$ cat src/rtl/gameover_sprite_fetch.sv
// gameover_sprite_fetch
//
// Read-side sequencer for the game-over sprite ROM. A START walks one sprite
// row by row, byte by byte, issuing ROM reads and serialising each returned
// byte LSB-first as a 1-bit-per-pixel valid/ready stream for the frame-buffer
// writer.
//
// Optional feature macro: GAMEOVER_FETCH_PREFETCH_EN
//   Adds a one-byte prefetch buffer so consecutive bytes stream without the
//   REQ/WAIT bubble. Undefined: 10 cycles per byte with PIX_READY held high.
//
// Ports:
//   CLOCK_50      in   clock, rising edge
//   RESET         in   asynchronous active-low reset
//   START         in   begin fetch (sampled in IDLE only)
//   SPRITE_SEL    in   sprite index, latched with START
//   ABORT         in   cancel fetch in progress, no DONE
//   R_G_O         out  ROM read enable
//   SPRITE_ID/X/Y out  ROM address (zero when R_G_O is low)
//   SPRITE_PIXEL  in   ROM data, valid the cycle after R_G_O
//   PIX_VALID     out  stream valid
//   PIX_READY     in   stream ready
//   PIX_ON        out  pixel value
//   PIX_COL/ROW   out  pixel position
//   PIX_LAST      out  final pixel of sprite
//   BUSY          out  fetch in progress
//   DONE          out  one-cycle completion pulse
module gameover_sprite_fetch #(
    parameter int unsigned ROWS          = 32,
    parameter int unsigned BYTES_PER_ROW = 32
) (
    input  logic       CLOCK_50,
    input  logic       RESET,
    input  logic       START,
    input  logic [2:0] SPRITE_SEL,
    input  logic       ABORT,
    output logic       R_G_O,
    output logic [2:0] SPRITE_ID,
    output logic [4:0] SPRITE_X,
    output logic [4:0] SPRITE_Y,
    input  logic [7:0] SPRITE_PIXEL,
    output logic       PIX_VALID,
    input  logic       PIX_READY,
    output logic       PIX_ON,
    output logic [7:0] PIX_COL,
    output logic [4:0] PIX_ROW,
    output logic       PIX_LAST,
    output logic       BUSY,
    output logic       DONE
);

    localparam logic [4:0] XLast = 5'(BYTES_PER_ROW - 1);
    localparam logic [4:0] YLast = 5'(ROWS - 1);

    typedef enum logic [2:0] {StIdle, StReq, StWait, StShift, StFin} state_e;

    state_e     state_q, state_d;
    logic [2:0] id_q, id_d;
    logic [4:0] x_q, x_d;
    logic [4:0] y_q, y_d;
    logic [2:0] bit_q, bit_d;
    logic [7:0] shift_q, shift_d;

`ifdef GAMEOVER_FETCH_PREFETCH_EN
    logic [7:0] buf_q, buf_d;
    logic       buf_valid_q, buf_valid_d;
    // A prefetch read was issued last cycle; its data is on SPRITE_PIXEL now.
    logic       pend_q, pend_d;
`endif

    logic       x_wrap, last_byte;
    logic [4:0] next_x, next_y;
    logic       rom_req, busy, done, pix_valid;
    logic [4:0] addr_x, addr_y;

    assign x_wrap    = (x_q == XLast);
    assign last_byte = x_wrap && (y_q == YLast);
    assign next_x    = x_wrap ? 5'd0 : x_q + 5'd1;
    assign next_y    = x_wrap ? y_q + 5'd1 : y_q;
    assign pix_valid = (state_q == StShift);

    always_comb begin
        state_d = state_q;
        id_d    = id_q;
        x_d     = x_q;
        y_d     = y_q;
        bit_d   = bit_q;
        shift_d = shift_q;
        rom_req = 1'b0;
        addr_x  = x_q;
        addr_y  = y_q;
        busy    = 1'b0;
        done    = 1'b0;
`ifdef GAMEOVER_FETCH_PREFETCH_EN
        buf_d       = buf_q;
        buf_valid_d = buf_valid_q;
        pend_d      = 1'b0;
`endif

        unique case (state_q)
            StIdle: begin
                if (START) begin
                    id_d    = SPRITE_SEL;
                    x_d     = 5'd0;
                    y_d     = 5'd0;
                    bit_d   = 3'd0;
                    state_d = StReq;
                end
            end
            StReq: begin
                rom_req = 1'b1;
                busy    = 1'b1;
                state_d = StWait;
            end
            StWait: begin
                busy    = 1'b1;
                shift_d = SPRITE_PIXEL;
                state_d = StShift;
            end
            StShift: begin
                busy = 1'b1;
`ifdef GAMEOVER_FETCH_PREFETCH_EN
                if (pend_q) begin
                    buf_d       = SPRITE_PIXEL;
                    buf_valid_d = 1'b1;
                end
                // Prefetch only on a ready cycle so a stalled stream never reads the ROM.
                if (!buf_valid_q && !pend_q && !last_byte && PIX_READY) begin
                    rom_req = 1'b1;
                    addr_x  = next_x;
                    addr_y  = next_y;
                    pend_d  = 1'b1;
                end
`endif
                if (PIX_READY) begin
                    shift_d = {1'b0, shift_q[7:1]};
                    bit_d   = bit_q + 3'd1;
                    if (bit_q == 3'd7) begin
                        if (last_byte) begin
                            state_d = StFin;
                        end else begin
                            x_d = next_x;
                            y_d = next_y;
`ifdef GAMEOVER_FETCH_PREFETCH_EN
                            if (buf_valid_q) begin
                                shift_d     = buf_q;
                                buf_valid_d = 1'b0;
                            end else begin
                                // Buffer not ready: fall back to a plain read.
                                state_d     = StReq;
                                buf_valid_d = 1'b0;
                                pend_d      = 1'b0;
                            end
`else
                            state_d = StReq;
`endif
                        end
                    end
                end
            end
            StFin: begin
                done    = 1'b1;
                state_d = StIdle;
            end
            default: state_d = StIdle;
        endcase

        if (ABORT && (state_q != StIdle)) begin
            state_d = StIdle;
            id_d    = 3'd0;
            x_d     = 5'd0;
            y_d     = 5'd0;
            bit_d   = 3'd0;
            shift_d = 8'd0;
            done    = 1'b0;
`ifdef GAMEOVER_FETCH_PREFETCH_EN
            buf_d       = 8'd0;
            buf_valid_d = 1'b0;
            pend_d      = 1'b0;
`endif
        end
    end

    always_ff @(posedge CLOCK_50 or negedge RESET) begin
        if (!RESET) begin
            state_q <= StIdle;
            id_q    <= 3'd0;
            x_q     <= 5'd0;
            y_q     <= 5'd0;
            bit_q   <= 3'd0;
            shift_q <= 8'd0;
        end else begin
            state_q <= state_d;
            id_q    <= id_d;
            x_q     <= x_d;
            y_q     <= y_d;
            bit_q   <= bit_d;
            shift_q <= shift_d;
        end
    end

`ifdef GAMEOVER_FETCH_PREFETCH_EN
    always_ff @(posedge CLOCK_50 or negedge RESET) begin
        if (!RESET) begin
            buf_q       <= 8'd0;
            buf_valid_q <= 1'b0;
            pend_q      <= 1'b0;
        end else begin
            buf_q       <= buf_d;
            buf_valid_q <= buf_valid_d;
            pend_q      <= pend_d;
        end
    end
`endif

    // Address and pixel fields are forced to zero when not qualified so the
    // idle bus reads all-zero.
    assign R_G_O     = rom_req;
    assign SPRITE_ID = rom_req ? id_q : 3'd0;
    assign SPRITE_X  = rom_req ? addr_x : 5'd0;
    assign SPRITE_Y  = rom_req ? addr_y : 5'd0;
    assign PIX_VALID = pix_valid;
    assign PIX_ON    = pix_valid & shift_q[0];
    assign PIX_COL   = pix_valid ? {x_q, bit_q} : 8'd0;
    assign PIX_ROW   = pix_valid ? y_q : 5'd0;
    assign PIX_LAST  = pix_valid && last_byte && (bit_q == 3'd7);
    assign BUSY      = busy;
    assign DONE      = done;

endmodule

$ cat config.mk
export PLATFORM = sky130hd
export DESIGN_NAME = gameover_sprite_fetch
export DESIGN_NICKNAME = d
export VERILOG_FILES = /design/src/rtl/gameover_sprite_fetch.sv
export SDC_FILE = /design/constraint.sdc
export NUM_CORES = 1
export LEC_CHECK = 0
export ABC_AREA = 0
export BUFFER_PORTS_ARGS = -buffer_cell sky130_fd_sc_hd__buf_2
export CAP_MARGIN = 20
export CORE_MARGIN = 2
export CORE_UTILIZATION = 43
export DETAILED_ROUTE_END_ITERATION = 12
export GPL_TIMING_DRIVEN = 0
export PLACE_DENSITY = 0.66
export SLEW_MARGIN = 20
export SYNTH_ARGS = -nofsm -noshare
export SYNTH_HDL_FRONTEND = slang
export SYNTH_SLANG_ARGS = --single-unit
$ cat constraint.sdc
create_clock -name CLOCK_50 -period 2.05 [get_ports CLOCK_50]
set_input_delay 0.41 -clock CLOCK_50 [delete_from_list [all_inputs] [get_ports CLOCK_50]]
set_output_delay 0.41 -clock CLOCK_50 [all_outputs]
set_load 0.1 [all_outputs]
==> summary.md <==
| Metric | Value |
|---|---|
| Status | `finished, violations left` |
| Failing checks | `negative setup slack` |
| Worst-path cell chain | `nor2b_1 -> clkbuf_8 -> nor2b_4 -> buf_8 -> and2_4 -> buf_12` |
| Post-synthesis register bit count | `27` |
| Seq pwr share | `29.6%` |
| Max incr delay on CP | `0.40 ns` |
| Vias in the first global route | `1580` |
| Post-route cell area | `2576 µm²` |
| Final Cycle Share | `102.2%` |
| Switching Power | `1.132 mW` |
| P_leak | `1.190 nW` |
| TritonCTS Buffers | `3` |
| Global-route wire length before repair | `7452 µm` |
| Core area | `3689 µm²` |
| Number of diodes | `0` |
| Critical Path Stages | `6` |
| Mapped Nets | `195` |
| Synthesized area | `1673 µm²` |
| Hold Vio Cnt, Final | `0` |
| Hold Crit Class | `input pin to async pin` |
| Crit path buffers/inverters | `3` |
| Placed cell count | `266` |
| Worst setup EP type | `primary output` |
| Worst EP required | `1.64 ns` |
| Gr usage total | `22.03%` |
| Final setup margin | `-0.04413 ns` |
| Synth area leaders | `dfrtp_1 (40%), and3_1 (6.4%), and2_1 (5.6%)` |
| Internal Power | `1.341 mW` |
| Worst VDD drop | `0.0005087 V` |
| Proportion of layout cells with a drive suffix above 1 | `50.00%` |
| Critical Path AT | `1.68 ns` |
| Area after DPL | `2016 µm²` |
| Startpoint Class | `flip-flop` |
| RSZ-0062 raised after global routing | `true` |
| Max frequency | `0.4775 GHz` |
| Detailed Route WL | `4642 µm` |
| Max FO, Critical Path | `6` |
| Top post-synthesis cells by count | `dfrtp_1 (27), and3_1 (17), and2_1 (15), nor2_1 (12), a21oi_1 (11)` |
| GRT overflow | `0` |
| Post-synth top area share | `40.39%` |
| Worst R2R Path Depth | `8` |
| Crit Path Category | `flip-flop to primary output` |
| Most common cell in the netlist | `dfrtp_1` |
| Combinational share of power | `57.8%` |
| Die span in y | `66.37 µm` |
| H-tree depth | `1` |
| Clk Latency, worst-skew pair | `0.27 ns` |
| Clock power share | `12.6%` |
| DRT Pass-1 Iters | `4` |
| Clock Skew | `0.003439 ns` |
| CTS root buf | `clkbuf_8` |
| Clk sinks | `27` |
| Number of port buffers | `45` |
| Critical path's top delay family | `simple AND/OR/NAND/NOR gates` |
| CTS tree | `yes` |
| Largest net degree at the start of global routing | `28` |
| DRT iter0 DRCs | `54` |
| Post-Syn Instances | `173` |
| Max_cap viols | `0` |
| Die ar. | `4405 µm²` |
| Total negative slack | `-0.3138 ns` |
| Post-synthesis cell type count | `46` |
| CTS Buffer Depth | `2` |
| Io pins | `48` |
| Number of enable flip-flop cells after synthesis | `0` |
| Finished Layout Cells | `284` |
| Worst-margin pin slew | `0.6230 ns` |
| P&R area growth vs syn | `54.00%` |
| Die Wd | `66.37 µm` |
| Post-synth top flop | `dfrtp_1` |
| Slowest cell on crit path | `dfrtp_1` |
| Reg clk slew, reported paths | `0.10 ns` |
| # setup viols final | `10` |
| WL per Instance | `16.35 µm` |
| Yosys warns | `0` |
| Synth area leader | `dfrtp_1` |
| Vias | `1615` |
| HPWL Detailed | `3103 µm` |
| Via/cell ratio | `5.687` |
| Sequential-to-total area share from yosys stat | `40.39%` |
| Power per cell area | `959.8 nW/µm²` |
| Global placement routability congestion | `0.8120` |
| Avg Synthesized Cell Area | `9.670 µm²` |
| Switching Fraction | `45.77%` |
| Nets | `259` |
| Synth async-reset ratio | `100.0%` |
| # DRC | `0` |
| Final Critical Period | `2.094 ns` |
| Initial antenna violation count | `0` |
| Site row count | `22` |
| Initial core utilization | `45.35%` |
| Final ANT Viol Nets | `0` |
| Max-slew headroom | `58.47%` |
| Final slew viol count | `0` |
[layout make-up]
| type | instances | area [µm²] |
|---|---|---|
| Timing Repair Buffer | 60 | 680.7 |
| Multi-Input combinational cell | 130 | 1011 |
| Buffer | 12 | 88.84 |
| Tap cell | 48 | 60.06 |
| Inverter | 3 | 11.26 |
| Fill cell | 297 | 1112 |
| Clock buffer | 3 | 41.29 |
| Sequential cell | 27 | 678.2 |
| Clock inverter | 1 | 5.005 |
[worst reg2reg max path, cell delays in order (launching register included)]
cell and delay [ns]:
dfrtp_2 0.42, ha_2 0.21, and3_1 0.21, ha_4 0.18
buf_4 0.16, nand2_2 0.10, nand2_1 0.09, a21o_2 0.25
a22o_2 0.26
[registers in the layout (all words and copies together), names as in the netlist]
signal / count
addr_y: 5
state_q: 3
addr_x: 5
shift_q: 8
bit_q: 3
id_q: 3
[logic make-up (layout without fill, tap and decap cells)]
| kind of cell | after synthesis | count (layout) | share of synthesized area (%) |
|---|---|---|---|
| DFF | 27 | 27 | 40.39 |
| adders and majority gates | 6 | 6 | 4.488 |
| AOI/OAI and AO/OA | 50 | 50 | 22.66 |
| buffers and inverters | 16 | 79 | 4.562 |
| and+or+nand+nor | 74 | 74 | 27.90 |
[what timing repair did]
item / in CTS / in global routing
hold endpoints to repair: 0 / 0
setup endpoints to repair: 33 / 35
hold buffers: 0 / 0
buffers inserted: 11 / 3
resized for setup: 81 / 38
pin swaps: 4 / 2
cloned: 1 / 0
[power by group through the flow]
stage                     Sequential [mW]  Combinational [mW]  Clock, mW
after floorplan                     0.727               0.939          0
after global placement              0.745                1.13          0
after detailed placement            0.752                1.15          0
after CTS                           0.731                1.33      0.313
after global routing                0.749                1.54      0.334
final                               0.732                1.43      0.312
[metal layers]
metal / share of wire (%) / global-route usage, % / vias up
li1: - / - / 782
met1: 42 / 27.39 / 789
met2: 53 / 38.88 / 42
met3: 3.8 / 3.578 / 2
met4: 0.62 / 6.633 / 0
met5: 0 / 0 / -
[worst paths after layout]
| kind | from | to | slack [ns] |
|---|---|---|---|
| worst max-delay path | state_q[2] | SPRITE_X[2] | -0.04 |
| worst min register to register | id_q[0] | id_q[0] | 0.50 |
| worst min-delay path | RESET | addr_y[0] | 0.14 |
| max in group asynchronous | RESET | state_q[1] | 1.47 |
| min in group CLOCK_50 | SPRITE_SEL[1] | id_q[1] | 0.35 |
| worst max register to register | addr_x[0] | addr_x[0] | 0.09 |
[placed cells by master, fill, tap and decap left out, types with 5 or more instances in the layout]
cell type and count:
dfrtp_1 25, buf_4 18, buf_2 16, buf_12 14, buf_8 13, and3_2 11
nor2_1 11, a21oi_1 11, and2_4 10, o21ai_0 8, and3_1 7, a32oi_1 7
nand2_1 6, clkbuf_4 5, a22o_1 5
[through the flow]
step / setup WS, ns / power (mW) / utilization (%) / hold slack (ns)
detailed placement: -0.2413 / 1.904 / 54.65 / 0.4602
global placement: -0.2408 / 1.871 / 54.65 / 0.4561
floorplan: -0.08120 / 1.667 / - / 0.1144
global route: -0.1304 / 2.624 / 69.84 / 0.1758
CTS: -0.01990 / 2.371 / 65.74 / 0.1636
finish: -0.04413 / 2.473 / 69.84 / 0.1411
Power figures use the tool's default switching activity.
